File: src/rtl/fetch_predict.sv
// Instruction-fetch stage with a BHT of 2-bit saturating counters.
// Ports: clk/reset; stall/flush/redirect control; BHT training from
//   execute; instruction memory request/response; registered IF/ID
//   outputs (instr_valid_out, instr_out, pc_out, branch_predicted_taken_out).
module fetch_predict #(
    parameter int              XLEN        = 64,
    parameter int              ILEN        = 32,
    parameter int              BHT_ENTRIES = 64,
    parameter logic [XLEN-1:0] RESET_PC    = '0,
    parameter logic [ILEN-1:0] INSTR_NOP   = 32'h00000013
) (
    input  logic            clk,
    input  logic            reset,
    input  logic            stall_in,
    input  logic            flush_in,
    input  logic            branch_mispredicted_in,
    input  logic [XLEN-1:0] branch_pc_in,
    input  logic            bht_update_in,
    input  logic [XLEN-1:0] bht_update_pc_in,
    input  logic            bht_update_taken_in,
    output logic            instr_read_out,
    output logic [XLEN-1:0] instr_address_out,
    input  logic [ILEN-1:0] instr_read_value_in,
    input  logic            instr_ready_in,
    output logic            instr_valid_out,
    output logic [ILEN-1:0] instr_out,
    output logic [XLEN-1:0] pc_out,
    output logic            branch_predicted_taken_out
);

    localparam int            IW   = $clog2(BHT_ENTRIES);
    localparam logic [IW-1:0] LAST = IW'(BHT_ENTRIES - 1);

    typedef enum logic {INIT, RUN} state_e;

    state_e          state_q, state_d;
    logic [IW-1:0]   init_idx_q, init_idx_d;
    logic [XLEN-1:0] fetch_pc_q, fetch_pc_d;
    logic            valid_q, valid_d;
    logic [ILEN-1:0] instr_q, instr_d;
    logic [XLEN-1:0] pc_out_q, pc_out_d;
    logic            pred_q, pred_d;

    logic [1:0]      bht_q [BHT_ENTRIES];

    logic            run;
    logic [XLEN-1:0] pc;
    logic [IW-1:0]   idx;
    logic [IW-1:0]   uidx;
    logic [1:0]      ucnt;
    logic [1:0]      ucnt_nxt;
    logic [6:0]      opcode;
    logic            is_jal;
    logic            is_br;
    logic [XLEN-1:0] imm_j;
    logic [XLEN-1:0] imm_b;
    logic            pred_taken;
    logic [XLEN-1:0] pred_next;
    logic            unused_ok;

    assign run = (state_q == RUN);

    // Redirects are ignored while the BHT is being initialised.
    assign pc = (run && branch_mispredicted_in) ? branch_pc_in : fetch_pc_q;
    assign instr_address_out = pc;
    assign instr_read_out    = run;

    assign idx    = pc[IW+1:2];
    assign opcode = instr_read_value_in[6:0];
    assign is_jal = (opcode == 7'b1101111);
    assign is_br  = (opcode == 7'b1100011);

    assign imm_j = {{(XLEN-21){instr_read_value_in[31]}},
                    instr_read_value_in[31],
                    instr_read_value_in[19:12],
                    instr_read_value_in[20],
                    instr_read_value_in[30:21],
                    1'b0};

    assign imm_b = {{(XLEN-13){instr_read_value_in[31]}},
                    instr_read_value_in[31],
                    instr_read_value_in[7],
                    instr_read_value_in[30:25],
                    instr_read_value_in[11:8],
                    1'b0};

    always_comb begin
        pred_taken = 1'b0;
        pred_next  = pc + XLEN'(4);
        unique case (1'b1)
            is_jal: begin
                pred_taken = 1'b1;
                pred_next  = pc + imm_j;
            end
            is_br: begin
                pred_taken = bht_q[idx][1];
                pred_next  = bht_q[idx][1] ? pc + imm_b : pc + XLEN'(4);
            end
            default: begin
                pred_taken = 1'b0;
                pred_next  = pc + XLEN'(4);
            end
        endcase
    end

    assign uidx = bht_update_pc_in[IW+1:2];
    assign ucnt = bht_q[uidx];

    always_comb begin
        ucnt_nxt = ucnt;
        if (bht_update_taken_in) begin
            if (ucnt != 2'b11) ucnt_nxt = ucnt + 2'b01;
        end else begin
            if (ucnt != 2'b00) ucnt_nxt = ucnt - 2'b01;
        end
    end

    // Lookup reads the pre-edge counter, so a same-cycle train is not seen.
    always_ff @(posedge clk) begin
        if (!reset) begin
            if (state_q == INIT) begin
                bht_q[init_idx_q] <= 2'b01;
            end else if (bht_update_in) begin
                bht_q[uidx] <= ucnt_nxt;
            end
        end
    end

    always_comb begin
        state_d    = state_q;
        init_idx_d = init_idx_q;
        fetch_pc_d = fetch_pc_q;
        valid_d    = valid_q;
        instr_d    = instr_q;
        pc_out_d   = pc_out_q;
        pred_d     = pred_q;
        unique case (state_q)
            INIT: begin
                init_idx_d = init_idx_q + 1'b1;
                if (init_idx_q == LAST) state_d = RUN;
            end
            RUN: begin
                if (stall_in) begin
                    // pc carries any redirect so it survives the stall
                    fetch_pc_d = pc;
                end else if (!instr_ready_in) begin
                    fetch_pc_d = pc;
                    valid_d    = 1'b0;
                    instr_d    = INSTR_NOP;
                    pred_d     = 1'b0;
                    pc_out_d   = pc;
                end else begin
                    fetch_pc_d = pred_next;
                    pc_out_d   = pc;
                    valid_d    = !flush_in;
                    instr_d    = flush_in ? INSTR_NOP : instr_read_value_in;
                    pred_d     = !flush_in && pred_taken;
                end
            end
            default: state_d = INIT;
        endcase
    end

    always_ff @(posedge clk) begin
        if (reset) begin
            state_q    <= INIT;
            init_idx_q <= '0;
            fetch_pc_q <= RESET_PC;
            valid_q    <= 1'b0;
            instr_q    <= INSTR_NOP;
            pc_out_q   <= '0;
            pred_q     <= 1'b0;
        end else begin
            state_q    <= state_d;
            init_idx_q <= init_idx_d;
            fetch_pc_q <= fetch_pc_d;
            valid_q    <= valid_d;
            instr_q    <= instr_d;
            pc_out_q   <= pc_out_d;
            pred_q     <= pred_d;
        end
    end

    assign instr_valid_out            = valid_q;
    assign instr_out                  = instr_q;
    assign pc_out                     = pc_out_q;
    assign branch_predicted_taken_out = pred_q;

    assign unused_ok = ^{bht_update_pc_in[XLEN-1:IW+2],
                         bht_update_pc_in[1:0]};

endmodule
File: config.mk
export PLATFORM = sky130hd
export DESIGN_NAME = fetch_predict
export DESIGN_NICKNAME = d
export VERILOG_FILES = /design/src/rtl/fetch_predict.sv
export SDC_FILE = /design/constraint.sdc
export NUM_CORES = 1
export LEC_CHECK = 0
export BUFFER_PORTS_ARGS = -buffer_cell sky130_fd_sc_hd__buf_2
export CORE_UTILIZATION = 36
export DETAILED_ROUTE_END_ITERATION = 10
export PLACE_DENSITY_LB_ADDON = 0.25
export SLEW_MARGIN = 0
export SYNTH_ARGS = -nofsm -noshare
export SYNTH_HDL_FRONTEND = slang
export SYNTH_SLANG_ARGS = --single-unit
File: constraint.sdc
create_clock -name clk -period 11.7 [get_ports clk]
set_input_delay 1.755 -clock clk [delete_from_list [all_inputs] [get_ports clk]]
set_output_delay 1.755 -clock clk [all_outputs]
set_load 0.05 [all_outputs]
==> results.ini <==
[run_status]
outcome=complete, no violations

[sta]
hold_viol=0
rsz0062_at_grt=no
max_freq_mhz=135.2
skew_ns=0.01369
fin_crit_sh=0.6321
maxSlewViolCount=0
max_slew_margin=0.2418
final.setup.tns_ns=0
hold_ws_ns=0.4549
setup_violations=0
worst_slew_pin_slew_ns=1.137
post-route-min-period_ns=7.396

[pwr]
ir_worst_vdd_uv=103.2
p_total_mw=2.448
p_clk_frac=0.478
swShare=0.2545
power_leakage_nw=9.717
p_switching_uw=623.2
seqPwrFrac=0.440
power.internal_mw=1.825
power_density_nw_per_um2=97.52
p_comb_frac=0.082

[drt]
drt_iter0_drc=2346
ant_nets=0
via_per_inst=6.286
wirelength_mm=98.50
dr.pass1.iters=6
vias=22680
drc=0
avgRoutedWirePerCell_um=27.30

[setup_path]
cp-start-kind=input port
crit_fanout=56
end_kind=flip-flop
cp.arrival_ns=7.86
cp.required_ns=12.16
worstSetupPathType=input port to flip-flop

[synthesis]
synth_fp_nets=2877
ys_warn_count=0
seq_area_frac_synth=0.3293
synth_area_leaders=edfxtp_1 18%, dfxtp_1 15%, nor2_1 5.7%
synthArstFlopShare=0
synth_top_area_frac=0.1751
ys_top_cells_by_count=332 x nor2_1, 277 x nand2_1, 169 x dfxtp_1, 166 x a21oi_1, 132 x o21ai_0
synth_edf_count=128
synth.most_common_cell=nor2_1
synth_area_per_cell_um2=8.383
ys.flop_type=dfxtp_1
synth_seq_cells=297
yosys.area.top_type=edfxtp_1
syn_inst=2618
syn_area_um2=21950
yosysUniqueCellTypes=101

[global_routing]
grt_usage=0.3074
antenna_found_initial=6
grt_pass1_vias=21290
grt_pass1_wl_mm=142.5
grt_remaining_overflow=0
grt_max_degree=69

[floorplanning]
die_w_um=248.9
initial_core_util=0.3643
dieArea_um2=61960
core-area_um2=60250
rows=90
io-pin-count=331
die_y_um=248.9

[cts]
clk_latency_ns=0.56
cts-root-buf=clkbuf_16
path_clk_slew_ns=0.06
cts_tree=built
cts_inserted_buffers=37
holdBufCountCts=0
h-tree-depth=2
clockBufferDepth=3
cts_sinks=297
postCtsSetupRepairBufs=0
post_cts_resized=0

[placement]
port_buffers=272
gp_congestion=0.9952
post-place-cells=3539
dp_hpwl_mm=75.87

[final_layout]
fin_cells=3608
final_core_util=0.4167
fillers=6118
register_area_um2=7231
drive_gt1_frac=0.1650
area_growth_pct=14.38
multiInputGateArea_um2=13780
final_nets=3055

[worst_hold_path]
hp-class=flip-flop to flip-flop

[run]
maxCapViolations=0

kinds of logic after synthesis:
family | synth area share
fa+ha+maj | 0.05302
buf+inv | 0.04544
simple gates | 0.2004
mux | 0.08055
flops | 0.3293
compound gates | 0.2422
xor+xnor | 0.04908
registers in the layout (all words and copies together), names as in the netlist:
signal                      count
fetch_pc_q                     64
instr_read_out                  1
pc_out                         64
instr_out                      32
init_idx_q                      6
branch_predicted_taken_out      1
instr_valid_out                 1
bht_q                         128
placed cells by master (no fill, tap or decap), drive strengths merged, types with 49 or more instances in the layout:
cell      n
a211oi   81
a21oi   167
buf     309
clkbuf   49
dfxtp   169
edfxtp  128
ha       89
inv      66
mux2i    72
nand2   277
nand3    68
nand4    64
nor2    334
nor3     80
o21ai   166
xnor2    92
critical path: stages:
cell,delay (ns)
buf_2,0.08
buf_4,0.40
and2_4,0.56
buf_4,0.69
mux2i_1,0.63
inv_1,0.32
ha_1,0.58
nand2_1,0.16
nor2_1,0.34
nand3_1,0.25
or3_1,0.42
or4_1,0.50
o211ai_1,0.27
mux2i_1,0.40
o221ai_1,0.19
a21o_1,0.21
through the flow:
step | instance area (um2) | setup WS, ns
2_1_floorplan | 21950 | 5.311
3_3_place_gp | 23890 | 3.919
3_5_place_dp | 23890 | 3.910
4_1_cts | 25100 | 4.505
5_1_grt | 25100 | 4.190
6_report | 25100 | 4.304
power by group through the flow:
stage	Clock, mW	Combinational (mW)	Sequential, mW
4_1_cts	1.19	0.198	1.08
3_3_place_gp	0	0.195	1.10
3_5_place_dp	0	0.197	1.10
6_report	1.17	0.201	1.08
2_1_floorplan	0	0.114	1.10
5_1_grt	1.22	0.213	1.08
layer usage:
layer  wire length (um)  global-route usage
met5                 58                   0
met4               6104              0.1720
met3               7441             0.04389
met2              45620              0.5039
met1              39280              0.3883
cell type report:
type | instances | area share
antenna | 1 | 0.00009969
multi-input combinational | 2085 | 0.5490
inverter | 66 | 0.009969
tap | 782 | 0.03898
timing repair buffer | 309 | 0.06554
sequential | 297 | 0.2880
clock inverter | 19 | 0.007676
clock buffer | 49 | 0.04072
final timing paths:
| path | startpoint | end | slack, ns | cells past startpoint |
|---|---|---|---|---|
| max | branch_mispredicted_in | fetch_pc_q[56] | 4.30 | 16 |
| min | instr_valid_out | instr_valid_out | 0.45 | 2 |
| max reg2reg | instr_read_out | fetch_pc_q[56] | 5.32 | 14 |
| min reg2reg | instr_valid_out | instr_valid_out | 0.45 | 2 |
(Power assumes the default switching activity.)
